### config.mk
export PLATFORM = sky130hd
export DESIGN_NAME = spi_cmd_parser
export DESIGN_NICKNAME = d
export VERILOG_FILES = /design/src/rtl/spi_cmd_pkg.sv /design/src/rtl/spi_cmd_parser.sv
export SDC_FILE = /design/constraint.sdc
export NUM_CORES = 1
export LEC_CHECK = 0
export ABC_AREA = 1
export ABC_CLOCK_PERIOD_IN_PS = 2100
export BUFFER_PORTS_ARGS = -buffer_cell sky130_fd_sc_hd__buf_2
export CORE_MARGIN = 5
export CORE_UTILIZATION = 55
export DETAILED_ROUTE_END_ITERATION = 6
export GPL_ROUTABILITY_DRIVEN = 0
export PLACE_DENSITY = 0.83
export SETUP_SLACK_MARGIN = 0.05
export SLEW_MARGIN = 30
export SYNTH_ARGS = -nofsm -noshare
export SYNTH_HDL_FRONTEND = slang
export SYNTH_SLANG_ARGS = --single-unit
### constraint.sdc
create_clock -name clk -period 2.1 [get_ports clk]
set_clock_uncertainty 0.2 [all_clocks]
set_input_delay 0.21 -clock clk [delete_from_list [all_inputs] [get_ports clk]]
set_output_delay 0.21 -clock clk [all_outputs]
set_load 0.05 [all_outputs]
### src/rtl/spi_cmd_pkg.sv
// spi_cmd_pkg: opcodes, FSM states and status-byte layout shared by spi_cmd_parser
package spi_cmd_pkg;
  localparam int ADDR_W = 16;
  localparam logic [7:0] OP_WRITE  = 8'h01;
  localparam logic [7:0] OP_READ   = 8'h02;
  localparam logic [7:0] OP_STATUS = 8'h03;
  localparam int ST_BAD_OP = 7;
  localparam int ST_SHORT  = 6;
  typedef enum logic [2:0] {
    S_IDLE, S_OPCODE, S_ADDR_HI, S_ADDR_LO, S_WRITE, S_READ, S_STATUS, S_DISCARD
  } state_t;
  function automatic logic [7:0] status_byte(input logic bad, input logic short_fr);
    status_byte = 8'h00;
    status_byte[ST_BAD_OP] = bad;
    status_byte[ST_SHORT] = short_fr;
  endfunction
endpackage

### src/rtl/spi_cmd_parser.sv
// spi_cmd_parser: framed SPI command decoder driving byte-wide register write/read ports
// Ports:
//   clk, rst_n            system clock, asynchronous active-low reset
//   rx_valid, rx_data     received byte strobe and data from the SPI slave
//   msg_start, msg_end    chip-select assert / release strobes
//   wr_en/wr_addr/wr_data register write port
//   rd_en/rd_addr/rd_data register read port (rd_data valid one cycle after rd_en)
//   tx_valid, tx_data     next MISO byte (read data or status)
//   err                   sticky OR of the status error flags
// Build option: SPI_CMD_ERRCNT_EN adds a saturating error counter returned as the second STATUS byte.
module spi_cmd_parser #(
  parameter int ADDR_W = 16
) (
  input  logic              clk,
  input  logic              rst_n,
  input  logic              rx_valid,
  input  logic [7:0]        rx_data,
  input  logic              msg_start,
  input  logic              msg_end,
  output logic              wr_en,
  output logic [ADDR_W-1:0] wr_addr,
  output logic [7:0]        wr_data,
  output logic              rd_en,
  output logic [ADDR_W-1:0] rd_addr,
  input  logic [7:0]        rd_data,
  output logic              tx_valid,
  output logic [7:0]        tx_data,
  output logic              err
);
  import spi_cmd_pkg::*;
  state_t state, next_state, ns_byte;
  logic [ADDR_W-1:0] addr;
  logic [7:0] st_data, cnt_byte;
  logic op_rd, st_done, bad_op, short_frame, rd_pend, st_tx;
  logic op_valid, op_byte, hi_byte, lo_byte, wr_byte, rd_byte, st_byte, st_op, set_bad, set_short;
  assign op_valid = rx_data == OP_WRITE || rx_data == OP_READ;
  always_ff @(posedge clk or negedge rst_n)
    if (!rst_n) state <= S_IDLE;
    else state <= next_state;
  // ns_byte is where the current byte alone would take us; chip-select events then override it,
  // so a byte arriving with msg_end is still processed before returning to IDLE.
  always_comb begin
    ns_byte = !rx_valid ? state :
              state == S_OPCODE  ? (rx_data == OP_STATUS ? S_STATUS : op_valid ? S_ADDR_HI : S_DISCARD) :
              state == S_ADDR_HI ? S_ADDR_LO :
              state == S_ADDR_LO ? (op_rd ? S_READ : S_WRITE) : state;
    next_state = msg_end ? S_IDLE : msg_start ? S_OPCODE : ns_byte;
  end
  always_comb begin
    op_byte = rx_valid && state == S_OPCODE;
    hi_byte = rx_valid && state == S_ADDR_HI;
    lo_byte = rx_valid && state == S_ADDR_LO;
    wr_byte = rx_valid && state == S_WRITE;
    rd_byte = rx_valid && state == S_READ;
    st_byte = rx_valid && state == S_STATUS && !st_done;
    st_op = op_byte && rx_data == OP_STATUS;
    set_bad = op_byte && !op_valid && rx_data != OP_STATUS;
    set_short = msg_end ? ns_byte inside {S_OPCODE, S_ADDR_HI, S_ADDR_LO} :
                msg_start && ns_byte inside {S_ADDR_HI, S_ADDR_LO};
  end
  always_ff @(posedge clk or negedge rst_n)
    if (!rst_n) begin
      addr <= '0;
      op_rd <= 1'b0;
      st_done <= 1'b0;
      bad_op <= 1'b0;
      short_frame <= 1'b0;
      wr_en <= 1'b0;
      wr_addr <= '0;
      wr_data <= 8'h00;
      rd_en <= 1'b0;
      rd_addr <= '0;
      rd_pend <= 1'b0;
      st_tx <= 1'b0;
      st_data <= 8'h00;
    end else begin
      wr_en <= wr_byte;
      rd_en <= (lo_byte && op_rd) || rd_byte;
      rd_pend <= rd_en;
      st_tx <= st_op || st_byte;
      if (op_byte) op_rd <= rx_data == OP_READ;
      if (hi_byte) addr[ADDR_W-1:8] <= rx_data;
      if (lo_byte) addr[7:0] <= rx_data;
      if (wr_byte || rd_byte) addr <= addr + ADDR_W'(1);
      if (wr_byte) begin
        wr_addr <= addr;
        wr_data <= rx_data;
      end
      if (lo_byte && op_rd) rd_addr <= {addr[ADDR_W-1:8], rx_data};
      if (rd_byte) rd_addr <= addr + ADDR_W'(1);
      if (st_op) st_data <= status_byte(bad_op, short_frame);
      if (st_byte) st_data <= cnt_byte;
      st_done <= op_byte ? 1'b0 : st_done | st_byte;
      bad_op <= set_bad | (bad_op & ~st_byte);
      short_frame <= set_short | (short_frame & ~st_byte);
    end
`ifdef SPI_CMD_ERRCNT_EN
  logic [7:0] err_cnt;
  always_ff @(posedge clk or negedge rst_n)
    if (!rst_n) err_cnt <= 8'h00;
    else err_cnt <= st_byte ? 8'h00 : (set_bad || set_short) && err_cnt != 8'hFF ? err_cnt + 8'd1 : err_cnt;
  assign cnt_byte = err_cnt;
`else
  assign cnt_byte = 8'h00;
`endif
  // Read data comes straight from the memory in the cycle after rd_en, so it bypasses st_data.
  assign tx_valid = rd_pend | st_tx;
  assign tx_data = rd_pend ? rd_data : st_data;
  assign err = bad_op | short_frame;
endmodule

; Yosys cells after proc, flatten, opt, wreduce, memory -nomap -nowiden
; Index checks and enable logic that the tools add are counted.
[totals]
regBits = 75
latchBits = 0
ramBits = 0
rom_bits = 0
inputBits = 21
output_inout_bits = 52
elab_cells = 80
mem_count = 0
[op_classes]
addsub = 1
n_mul = 0
div = 0
n_lt_le_gt_ge = 0
n_eq_ne = 13
n_shift = 0
n_mux = 19
bitwise = 8
reduce_logical = 24
[ops]
columns = operator, count
row1 = two-way mux 16 bit, 3
row2 = two-way mux 8 bit, 5
row3 = two-way mux 3 bit, 8
row4 = "adder 16 x 1 -> 16 bit, second input constant", 1
row5 = "== test 8 x 2 -> 1 bit, second input constant", 2
row6 = "== test 3 x 2 -> 1 bit, second input constant", 4
row7 = logical AND 1 bit, 12
row8 = nonzero test 2 bit, 5
row9 = "== test 3 bit, second input constant", 3
row10 = "== test 8 x 1 -> 1 bit, second input constant", 1
row11 = "!= test 8 x 2 -> 1 bit, second input constant", 1
row12 = "== test 3 x 1 -> 1 bit, second input constant", 2
row13 = OR 1 bit, 5
row14 = logical OR 1 bit, 4
row15 = two-way mux 1 bit, 3
row16 = nonzero test 3 bit, 1
row17 = bitwise AND 1 bit, 2
row18 = zero test 1 bit, 2
row19 = NOT 1 bit, 1

; Longest topological paths before layout
[logic_depth]
depth_word = 11
mapped_depth = 11
mapped_depth_nobuf = 11

; Least setup slack after synthesis
; No wires, ideal clock.
[synth_timing]
kind = flip-flop to flip-flop
start = register state[1]
end = register rd_addr[4]
setup_ns = 0.131
arrival_ns = 1.272
required_ns = 1.769
slack_ns = 0.497
stages_incl_launch_ff = 11
n_path_buf = 1
path_cell_list = dfrtp_1 inv_2 nor2_4 nand2_4 nor2_8 inv_4 nand2_4 inv_4 buf_6 nand2_1 o211ai_1
[synth_via]
elab_chain_len = 4
elab_cells_between_ends = 7
classes_between = eq/ne: 2 / mux: 1 / reduce/logical: 4
[synth_rtl]
columns = item, line
row1 = "start, declared", spi_cmd_parser.sv:31  ; state_t state, next_state, ns_byte;
row2 = "start signal, assigned", spi_cmd_parser.sv:39  ; else state <= next_state;
row3 = == test 3 x 2 -> 1 bit, spi_cmd_parser.sv:52  ; lo_byte = rx_valid && state == S_ADDR_LO;
row4 = logical AND 1 bit, spi_cmd_parser.sv:52
row5 = logical AND 1 bit, spi_cmd_parser.sv:89  ; if (lo_byte && op_rd) rd_addr <= {addr[ADDR_W-1:8], rx_data};
row6 = nonzero test 2 bit (no line), --
row7 = "end signal, assigned", spi_cmd_parser.sv:89
row8 = "end signal, assigned", spi_cmd_parser.sv:90  ; if (rd_byte) rd_addr <= addr + ADDR_W'(1);
row9 = "end, declared", spi_cmd_parser.sv:24  ; output logic [ADDR_W-1:0] rd_addr,
; Several ways; a longest one is shown, not always the timed one.
; A chain may end at the register's enable or synchronous reset.

; Worst setup path after layout
[layout_timing]
start = register state[2]
end = register addr[8]
[layout_via]
elab_chain_len = 4
elab_cells_between_ends = 9
classes_between = eq/ne: 3 / mux: 1 / reduce/logical: 5
[layout_rtl]
columns = item, line
row1 = == test 3 bit (on tied branches), "spi_cmd_parser.sv:53, spi_cmd_parser.sv:54"
row2 = logical AND 1 bit (on tied branches), "spi_cmd_parser.sv:53, spi_cmd_parser.sv:54"
row3 = logical OR 1 bit, spi_cmd_parser.sv:84  ; if (wr_byte || rd_byte) addr <= addr + ADDR_W'(1);
row4 = two-way mux 16 bit or nonzero test 2 bit (tied branches), --
row5 = "end signal, assigned by index", spi_cmd_parser.sv:82  ; if (hi_byte) addr[ADDR_W-1:8] <= rx_data;
row6 = "end signal, assigned", spi_cmd_parser.sv:84
row7 = "end, declared", spi_cmd_parser.sv:32  ; logic [ADDR_W-1:0] addr;
; Several ways; a longest one is shown, not always the timed one.

==> impl_metrics.py <==
metrics = {
    "outcome": {
        "status": "finished clean",
    },
    "power_and_ir_drop": {
        "powerDensity_nw_per_um2": 1250,
        "power.total_uw": 5240,
        "p_leak_uw": 0.00231,
        "ir_drop_v": 0.000819,
    },
    "routing": {
        "ant_nets": 0,
        "drc": 0,
        "firstDrtPassIters": 7,
        "drt_wl_total_um": 9040,
        "wl_per_cell_um": 15.2,
        "drt_iter0_drc": 352,
        "viasPerCell": 5.59,
        "vias": 3312,
    },
    "logic_synthesis": {
        "ys.flop_type": "dfrtp_1",
        "synth_edf_count": 0,
        "syn_area_um2": 3480,
        "synth-seq-cells": 69,
        "yosysUniqueCellTypes": 31,
        "synth_top_area_share": 0.496,
        "synth.largest_area_cell": "dfrtp_1",
        "synthCells": 426,
        "async_flop_share": 1.00,
        "syn_nets": 448,
        "syn_avg_cell_area_um2": 8.18,
        "synth_area_leaders": "dfrtp_1 (50%), nand2_1 (15%), inv_1 (5.2%)",
        "yosys_warnings": 0,
        "yosysMostFrequentCell": "nand2_1",
        "ys_seq_area_frac": 0.496,
        "synth_common_cells": "nand2_1 (141), dfrtp_1 (69), inv_1 (48)",
    },
    "floorplan": {
        "dieArea_um2": 8020,
        "die_x_um": 89.6,
        "die_y_um": 89.6,
        "rows": 29,
        "ioPinCount": 73,
        "floorplan.initialDensity": 0.558,
        "core_area_um2": 6240,
    },
    "grt": {
        "antenna_found_initial": 0,
        "grt_max_degree": 70,
        "grt_pass1_wl_um": 15000,
        "grt_pass1_vias": 3254,
        "overflow": 0,
        "track_usage": 0.250,
    },
    "timing": {
        "fin_setup_tns_ps": 0,
        "finalHoldViolCount": 0,
        "drv_slew": 0,
        "hold-worst-slack_ps": 46.9,
        "rsz0062_at_grt": "no",
        "fin_crit_ps": 1890,
        "worst_slack_ps": 210,
        "finalSetupViolCount": 0,
        "min_period_over_period": 0.900,
        "fmax_ghz": 0.529,
        "tightest_slew_ps": 491,
        "slew_headroom": 0.670,
    },
    "worst_setup_path": {
        "cp.required_ps": 2130,
        "criticalPathCategory": "flop to flop",
        "rr_startpoint": "state[2]$_DFF_PN0_",
        "worstSetupStartpoint": "state[2]$_DFF_PN0_",
        "critPathMaxFanout": 9,
        "cp_data_arrival_time_ps": 1920,
        "endpoint_kind": "flop",
        "worstSetupStartpointType": "flop",
        "rr_worst_depth": 6,
    },
    "cells_and_area": {
        "nNetsFinal": 534,
        "n_fill_cell": 526,
        "final_area_um2": 4190,
        "diodes": 0,
        "drive_gt1_frac": 0.242,
        "syn2layout_area_growth_pct": 20.2,
    },
    "placed_design": {
        "port_buffers": 72,
        "placed_area_um2": 3930,
        "dp_hpwl_um": 6550,
        "dp_slack_ps": 285,
    },
    "clock_tree": {
        "cts_buffer_depth": 2,
        "htreeDepth": 3,
        "clk_latency_ps": 350,
        "path_clk_slew_ps": 70,
        "cts_buffers": 9,
        "cts_tree": "built",
        "cts_root_buf": "clkbuf_8",
        "cts_setup_buffers": 0,
        "clock-sinks": 69,
    },
    "job": {
        "drv_cap": 0,
    },
    "hold_path": {
        "min_from": "rx_data[4]",
        "hp-class": "input port to flop",
        "min_path_cells": 3,
    },
}
path summary, 6_finish.rpt:
kind,to,slack (ps)
min in group asynchronous,wr_data[5]$_DFFE_PN0P_,210
worst min-delay path,wr_data[4]$_DFFE_PN0P_,50
worst min register to register,rd_pend$_DFF_PN0_,220
worst max register to register,addr[8]$_DFFE_PN0P_,210
worst max-delay path,addr[8]$_DFFE_PN0P_,210
max in group asynchronous,state[0]$_DFF_PN0_,1210
cells in the final DEF, fill, tap and decap left out, drive strengths merged:
cell           n
nand2        145
buf           78
dfrtp         69
inv           55
nand3         33
o21ai         31
nor2          29
o22ai         12
clkbuf        10
nor3           9
dlygate4sd3    8
o211ai         6
o221ai         6
xor2           5
a21o           4
or2            3
nand4          3
clkinv         3
o21bai         2
nand3b         1
xnor2          1
ha             1
bufinv         1
clkinvlp       1
metal layers:
layer  up-vias  track usage  wire length [um]
li1       1549            -                 -
met1      1541        0.322              3600
met2       184        0.384              4210
met3        38       0.0766               875
met4         0        0.122               364
met5         -            0                 0
critical path, cell delays in order (launching register included):
cell and delay, ps:
dfrtp_1 480, nand2_2 110, nor2_4 220, inv_2 160, nand2_1 300, o22ai_1 130, o21bai_1 180
cell families (layout without fill, tap and decap cells):
kind of cell | count (synthesis) | in the layout | synth area share
AOI/OAI and AO/OA | 61 | 61 | 0.122
xor gates and xnor gates | 6 | 6 | 0.0151
adders and majority gates | 1 | 1 | 0.00359
buffers and inverters | 66 | 156 | 0.0844
DFF | 69 | 69 | 0.496
and+or+nand+nor | 223 | 223 | 0.279
sequential cells by signal (all words and copies together) (netlist names), 2 cells and up:
signal   flops
addr        16
rd_addr     16
wr_addr     16
wr_data      8
state        3
st_data      2
timing repair:
item                      CTS  global route
hold buffers                8             0
hold endpoints to repair   76             0
gates resized for setup     0             0
through the flow:
step,instances,util
final,593,0.671
after floorplan,426,-
after detailed placement,570,0.629
after global placement,570,0.629
after global routing,593,0.671
after CTS,593,0.671
final cells by class:
class                   count  area (um^2)  share of cell area
flip-flops and latches     69         1730               0.412
inverters                  55          211              0.0505
well taps                  77         96.3              0.0230
multi-input cells         291         1460               0.349
clock inverters             5         52.6              0.0125
clock buffers              10          128              0.0305
repair buffers             86          510               0.122
where the power goes:
group	internal, uW	switching, uW	total [uW]
Combinational	570	1640	2210
Sequential	1710	290	2000
Clock	536	491	1030
Note: power is estimated with default switching activity, not from simulation.
